File: src/rtl/req_arbiter_pkg.sv
// Shared types and defaults for the round-robin request arbiter.
// Optional checks are enabled with REQ_ARBITER_ASSERT_EN.
package arb_pkg;

    typedef enum logic {
        IDLE,
        GRANT
    } arb_state_e;

    localparam int ARB_N_REQ    = 4;
    localparam int ARB_MAX_HOLD = 8;

endpackage

File: src/rtl/req_arbiter_rr_pick.sv
// Rotating priority search.
// Returns the first set request at or above ptr, wrapping modulo N.
module rr_pick #(
    parameter int N  = 4,
    parameter int IW = $clog2(N)
) (
    input  logic [N-1:0]  req,
    input  logic [IW-1:0] ptr,
    output logic          found,
    output logic [IW-1:0] idx
);

    int            j;
    logic [IW-1:0] jj;

    always_comb begin
        found = 1'b0;
        idx   = '0;
        j     = 0;
        jj    = '0;
        for (int k = 0; k < N; k++) begin
            j = int'(ptr) + k;
            if (j >= N) j = j - N;
            jj = IW'(j);
            if (!found && req[jj]) begin
                found = 1'b1;
                idx   = jj;
            end
        end
    end

endmodule

File: src/rtl/req_arbiter.sv
// Two-state round-robin arbiter with bounded hold time.
// Define REQ_ARBITER_ASSERT_EN to compile the protocol assertions.
module req_arbiter
    import arb_pkg::*;
#(
    parameter int N_REQ    = ARB_N_REQ,
    parameter int MAX_HOLD = ARB_MAX_HOLD
) (
    input  logic                     clk,
    input  logic                     rst_n,
    input  logic [N_REQ-1:0]         req,
    output logic [N_REQ-1:0]         gnt,
    output logic [$clog2(N_REQ)-1:0] gnt_id,
    output logic                     busy,
    output logic                     timeout
);

    localparam int IW = $clog2(N_REQ);

    arb_state_e     state_q, state_d;
    logic [N_REQ-1:0] gnt_q, gnt_d;
    logic [IW-1:0]  id_q, id_d;
    logic [IW-1:0]  ptr_q, ptr_d;
    logic [7:0]     hold_q, hold_d;
    logic           busy_q, busy_d;
    logic           to_q, to_d;

    logic           found;
    logic [IW-1:0]  pick;
    logic [IW-1:0]  ptr_nxt;

    rr_pick #(
        .N  (N_REQ),
        .IW (IW)
    ) u_pick (
        .req   (req),
        .ptr   (ptr_q),
        .found (found),
        .idx   (pick)
    );

    assign ptr_nxt = (id_q == IW'(N_REQ - 1)) ? '0 : id_q + IW'(1);

    always_comb begin
        state_d = state_q;
        gnt_d   = gnt_q;
        id_d    = id_q;
        ptr_d   = ptr_q;
        hold_d  = hold_q;
        busy_d  = busy_q;
        to_d    = 1'b0;
        unique case (state_q)
            IDLE: begin
                if (found) begin
                    state_d = GRANT;
                    gnt_d   = {{(N_REQ-1){1'b0}}, 1'b1} << pick;
                    id_d    = pick;
                    busy_d  = 1'b1;
                    hold_d  = 8'd1;
                end
            end
            GRANT: begin
                // Owner drop and hold expiry both release to a one-cycle IDLE gap
                if (!req[id_q] || hold_q == 8'(MAX_HOLD)) begin
                    state_d = IDLE;
                    gnt_d   = '0;
                    busy_d  = 1'b0;
                    hold_d  = 8'd0;
                    ptr_d   = ptr_nxt;
                    to_d    = req[id_q];
                end else begin
                    hold_d = hold_q + 8'd1;
                end
            end
            default: state_d = IDLE;
        endcase
    end

    always_ff @(posedge clk) begin
        if (!rst_n) begin
            state_q <= IDLE;
            gnt_q   <= '0;
            id_q    <= '0;
            ptr_q   <= '0;
            hold_q  <= 8'd0;
            busy_q  <= 1'b0;
            to_q    <= 1'b0;
        end else begin
            state_q <= state_d;
            gnt_q   <= gnt_d;
            id_q    <= id_d;
            ptr_q   <= ptr_d;
            hold_q  <= hold_d;
            busy_q  <= busy_d;
            to_q    <= to_d;
        end
    end

    assign gnt     = gnt_q;
    assign gnt_id  = id_q;
    assign busy    = busy_q;
    assign timeout = to_q;

`ifdef REQ_ARBITER_ASSERT_EN
    a_onehot: assert property (@(posedge clk) disable iff (!rst_n)
        $onehot0(gnt));
    a_busy: assert property (@(posedge clk) disable iff (!rst_n)
        busy |-> (gnt != '0));
    a_idle_grant: assert property (@(posedge clk) disable iff (!rst_n)
        (state_q == IDLE && req != '0) |=> (gnt != '0));
    a_hold: assert property (@(posedge clk) disable iff (!rst_n)
        hold_q <= 8'(MAX_HOLD));
    a_to: assert property (@(posedge clk) disable iff (!rst_n)
        timeout |-> !busy);
    for (genvar i = 0; i < N_REQ; i++) begin : g_rel
        a_release: assert property (@(posedge clk) disable iff (!rst_n)
            (gnt[i] && !req[i]) |=> !gnt[i]);
    end
`endif

endmodule

File: config.mk
export PLATFORM = sky130hd
export DESIGN_NAME = req_arbiter
export DESIGN_NICKNAME = d
export VERILOG_FILES = /design/src/rtl/req_arbiter_pkg.sv /design/src/rtl/req_arbiter_rr_pick.sv /design/src/rtl/req_arbiter.sv
export SDC_FILE = /design/constraint.sdc
export NUM_CORES = 1
export LEC_CHECK = 0
export CORE_MARGIN = 2
export CORE_UTILIZATION = 45
export CTS_BUF_LIST = sky130_fd_sc_hd__clkbuf_8
export DETAILED_ROUTE_END_ITERATION = 10
export GPL_ROUTABILITY_DRIVEN = 0
export PLACE_DENSITY = 0.74
export SYNTH_ARGS = -nofsm -noshare
export SYNTH_HDL_FRONTEND = slang
export SYNTH_SLANG_ARGS = --single-unit
File: constraint.sdc
create_clock -name clk -period 2.9 [get_ports clk]
set_input_delay 0.29 -clock clk [delete_from_list [all_inputs] [get_ports clk]]
set_output_delay 0.29 -clock clk [all_outputs]
set_load 0.01 [all_outputs]
# After elaboration in Yosys (flattened, before gate mapping)

Index checks and enable logic that the tools add are counted.
W data, S select, Z words.

Bits in registers: 19
Input bits: 6
Output and inout bits: 8
Logic and storage cells: 78

Add/subtract/negate cells: 9
$lt $le $gt $ge: 9
Equal/unequal tests: 4
Shift-type cells: 1
Mux-type cells: 35
Bitwise operators: 1
Reduce and logical (&&, ||, !) cells: 12

Operator list:

| operator              | number |
|---|---|
| $mux W2               | 9 |
| $mux W8               | 2 |
| $pmux W8 S2           | 1 |
| $lt A2 B3 Y1 const B  | 5 |
| $mux W1               | 13 |
| $bmux W1 S2           | 5 |
| $ge A3 B3 Y1 const B  | 3 |
| $add A8 B1 Y8 const B | 1 |
| $eq A8 B4 Y1 const B  | 1 |
| $mux W4               | 2 |
| $pmux W4 S2           | 1 |
| $sub A2 B1 Y2 const B | 4 |
| $add A2 B2 Y3 const B | 2 |
| $reduce_and A2 Y1     | 3 |
| $logic_not A1 Y1      | 4 |
| $pmux W1 S2           | 2 |
| $shl A1 B2 Y4 const A | 1 |
| $add A2 B1 Y3 const B | 1 |
| $ge A2 B3 Y1 const B  | 1 |
| $logic_and A1 B1 Y1   | 3 |
| $reduce_and A3 Y1     | 1 |
| $add A2 B1 Y2 const B | 1 |
| $eq A2 B2 Y1 const B  | 1 |
| $ne A2 B1 Y1 const B  | 1 |
| other kinds (3)       | 3 |

# Longest topological paths before layout

Depth after elaboration: 17
Depth in mapped cells: 7
Depth with buffers taken out: 6

# Cells and area by module

A second synthesis with hierarchy kept.

Cells, all modules: 123
Area, all modules: 991.0 µm²

Modules (own cells, without submodules):

| module      | instances | cells an instance | area each (µm²) | sequential area each (µm²) |
|---|---|---|---|---|
| req_arbiter | 1         | 108               | 913.4           | 380.4 |
| rr_pick     | 1         | 15                | 77.6            | 0.0 |

# Worst setup path before layout

No wires, ideal clock.

Path type: reg-to-reg
From: register hold_q[0]
To: register hold_q[0]
Library setup time: 115 ps
Arrival time: 1582 ps
Data required time: 2785 ps
Setup slack: 1203 ps
Stages on the path, launching flop included: 8
Buffers on the path: 1
Clock period less this slack: 1697 ps
Path through: dfxtp_1 -> inv_1 -> ha_1 -> or4b_1 -> o211a_1 -> buf_2 -> o2bb2ai_1 -> and2_1

Longest elaborated chain between the ends: 4
Elaborated cells between the ends (all ways): 5
Classes of those cells: add/sub: 1; eq/ne: 1; mux: 2; reduce/logical: 1

Ends and longest elaborated chain:

| item                                                                  | line              | source |
|---|---|---|
| start, declared                                                       | req_arbiter.sv:24 | `logic [7:0] hold_q, hold_d;` |
| start signal, assigned                                                | req_arbiter.sv:93 | `hold_q <= hold_d;` |
| parallel branches: the longest is 2 deep, another holds $add A8 B1 Y8 | --                |  |
| $mux W8 (*)                                                           | req_arbiter.sv:64 | `if (!req[id_q] \|\| hold_q == 8'(MAX_HOLD)) begin` |
| $pmux W8 S2 (*)                                                       | req_arbiter.sv:52 | `unique case (state_q)` |

Every way passes the cells marked *.
A chain may end at the register's enable or synchronous reset.

# Final worst setup path

From: register hold_q[0]
To: register gnt_q[3], in the netlist gnt[3]

Longest elaborated chain between the ends: 4

Ends and longest elaborated chain:

| item                               | line              | source |
|---|---|---|
| $eq A8 B4 Y1                       | req_arbiter.sv:64 |  |
| $logic_or A1 B1 Y1                 | req_arbiter.sv:64 |  |
| $ne A2 B1 Y1 (no source line)      | --                |  |
| $reduce_and A2 Y1 (no source line) | --                |  |
| end signal, assigned               | req_arbiter.sv:90 | `gnt_q <= gnt_d;` |
| end, declared                      | req_arbiter.sv:21 | `logic [N_REQ-1:0] gnt_q, gnt_d;` |

No other way between the ends.

==> results.json <==
{
  "cts_resized": 0,
  "irDropWorstVdd_uv": 313.3,
  "track_usage": 0.1755,
  "post_drt_wl_per_cell_microns": 13.59,
  "sequentialPowerShare": 0.510,
  "ant_nets": 0,
  "tightest_slew_ns": 0.7240,
  "status": "finished clean",
  "viasPerCell": 5.658,
  "cts_setup_buffers": 0,
  "portBuffers": 13,
  "layout_min_cycle_time_ns": 1.997,
  "drc": 0,
  "dr.pass1.iters": 4,
  "maxCapViolations": 0,
  "totalWireLength_mm": 2.025,
  "core_region_area_sq_um": 2002,
  "hold_viol": 0,
  "fmax_mhz": 500.7,
  "slowest_stage": "or4b_1",
  "crit_fanout": 11,
  "synth-seq-cells": 19,
  "clock-sinks": 19,
  "antennaDiodeCount": 0,
  "clkLatencyLatePin_ns": 0.25,
  "path_cells": "inv_1, ha_1, or4b_1, o211a_1, o21a_1, a32o_1",
  "setup_viol": 0,
  "grt_max_degree": 24,
  "p_leak_nw": 0.4557,
  "cts_tree": "yes",
  "cts_hold_buf": 0,
  "final_common_cell": "dfxtp_1",
  "nets": 132,
  "hp-class": "register to register",
  "max_slew_margin": 0.5158,
  "die_w_microns": 50.69,
  "vias": 843,
  "rsz0062_at_grt": "no",
  "start_util": 0.4900,
  "synth_flop_cell": "dfxtp_1",
  "p_int_mw": 0.4174,
  "cts_buffers": 3,
  "clk_pin_slew_ns": 0.07,
  "grt_pass1_vias": 782,
  "grt-ovfl-total": 0,
  "antenna_found_initial": 0,
  "final_max_slew_viol_count": 0,
  "num_rows": 16,
  "htreeDepth": 1,
  "period_share": 0.6888,
  "syn-num-nets": 119,
  "cp-end-kind": "register",
  "power.share.switching": 0.2610,
  "hpwl_mm": 1.487,
  "netlist_area_sq_um": 980.9,
  "avgSynthCellArea_sq_um": 8.918,
  "die_h_microns": 50.69,
  "cts_root_buf": "clkbuf_8",
  "p_sw_mw": 0.1474,
  "crit_required_ns": 3.05,
  "drive_gt1_frac": 0.08197,
  "synth-async-reset-ratio": 0,
  "ios": 14,
  "fin_setup_tns_ns": 0,
  "ys_warn_count": 0,
  "criticalPathCategory": "register to register",
  "skew_ns": 0.004120,
  "power_mw": 0.5649,
  "drtIter0Drc": 22,
  "postSynthCellCount": 110,
  "synthDistinctLibCells": 37,
  "pwr-share-comb": 0.165,
  "p_per_area_nw_per_um2": 482.8,
  "clockBufferDepth": 2,
  "cp.arrival_ns": 2.15,
  "max_stage_delay_ns": 0.46,
  "cp-start-kind": "register",
  "dieArea_sq_um": 2569,
  "ys_seq_area_frac": 0.3878,
  "grt_pass1_wl_mm": 3.477,
  "areaGrowthSynthToFinish_pct": 19.26,
  "p_clk_frac": 0.326,
  "layout_common_cells": "dfxtp_1, clkdlybuf4s50_1, nand2_1",
  "synth_edf_count": 0
}
-- critical path: cells and delay by family, from the launching register on --
family / cells / cell delay (ns)
compound gates: 3 / 0.87
fa+ha+maj: 1 / 0.14
buf+inv: 1 / 0.08
flops: 1 / 0.34
simple gates: 1 / 0.46
-- per-stage QoR --
step                instance area (sq um)  std cells  setup WS, ns  hold slack [ns]    util
global placement                     1124        145        0.7697           0.4543  0.5613
global route                         1170        149        0.8059           0.5137  0.5844
detailed placement                   1124        145        0.7332           0.4615  0.5613
CTS                                  1170        149        0.9034           0.4834  0.5844
finish                               1170        149        0.9026           0.4806  0.5844
floorplan                           980.9        110         1.203           0.4731       -
-- kinds of logic after synthesis --
group | count (synthesis) | share of synthesized area
AO/OA/AOI/OAI | 28 | 0.2130
XOR/XNOR | 3 | 0.02679
adder cells (fa/ha/maj) | 3 | 0.03827
buffers and inverters | 12 | 0.04847
flip-flops | 19 | 0.3878
multiplexers | 3 | 0.04337
AND/OR/NAND/NOR | 42 | 0.2424
-- power groups by stage --
stage / combinational (mW) / sequential, mW / clock (mW)
floorplan: 0.0583 / 0.293 / 0
global placement: 0.0919 / 0.293 / 0
detailed placement: 0.0936 / 0.294 / 0
CTS: 0.0939 / 0.288 / 0.187
global route: 0.103 / 0.290 / 0.198
finish: 0.0931 / 0.288 / 0.184
-- final timing paths --
path	start	slack (ns)	endpoint	depth (start not counted)
hold / removal	gnt[0]	0.48	gnt[0]	1
setup reg to reg	hold_q[0]	0.90	gnt[3]	6
hold reg to reg	gnt[0]	0.48	gnt[0]	1
setup / recovery	hold_q[0]	0.90	gnt[3]	6
-- flip-flops by register name, indices dropped and copies added (netlist names) --
register / cells
busy: 1
gnt: 4
gnt_id: 2
hold_q: 8
ptr_q: 2
state_q: 1
timeout: 1
-- per-layer routing --
layer	wire length (microns)	share of wire	vias to the layer above	GRT usage
met2	969	0.48	13	0.2785
met3	66	0.033	0	0.04167
li1	-	-	428	-
met4	0	0	0	0.04054
met1	990	0.49	402	0.2412
met5	0	0	-	0
-- cell usage after synthesis, types with 2 or more instances --
| cell | number | area [sq um] |
|---|---|---|
| nand4_1 | 3 | 18.77 |
| nand2_1 | 8 | 30.03 |
| o2bb2ai_1 | 2 | 17.52 |
| o21ai_0 | 4 | 20.02 |
| xor2_1 | 2 | 17.52 |
| a21oi_1 | 3 | 15.01 |
| and2_1 | 3 | 18.77 |
| nand3_1 | 7 | 35.03 |
| dfxtp_1 | 19 | 380.4 |
| inv_1 | 7 | 26.28 |
| nand4b_1 | 2 | 17.52 |
| a32o_1 | 4 | 40.04 |
| nor2_1 | 7 | 26.28 |
| or3b_2 | 2 | 17.52 |
| nor2b_1 | 3 | 18.77 |
| mux2i_1 | 2 | 20.02 |
| and3_1 | 3 | 18.77 |
| a22oi_1 | 2 | 15.01 |
| o221ai_1 | 2 | 17.52 |
| buf_2 | 2 | 10.01 |
| o21a_1 | 2 | 15.01 |
| ha_1 | 3 | 37.54 |
| a21o_1 | 2 | 15.01 |
| clkbuf_1 | 3 | 11.26 |
-- final cells by class --
class | instances | area (sq um)
tap | 27 | 33.78
timing repair buffer | 13 | 130.1
clock inverter | 1 | 5.005
multi-input combinational | 79 | 553.0
inverter | 7 | 26.28
sequential | 19 | 380.4
fill | 170 | 832.0
clock buffer | 3 | 41.29
No activity file was read; power rests on OpenSTA's default activity.
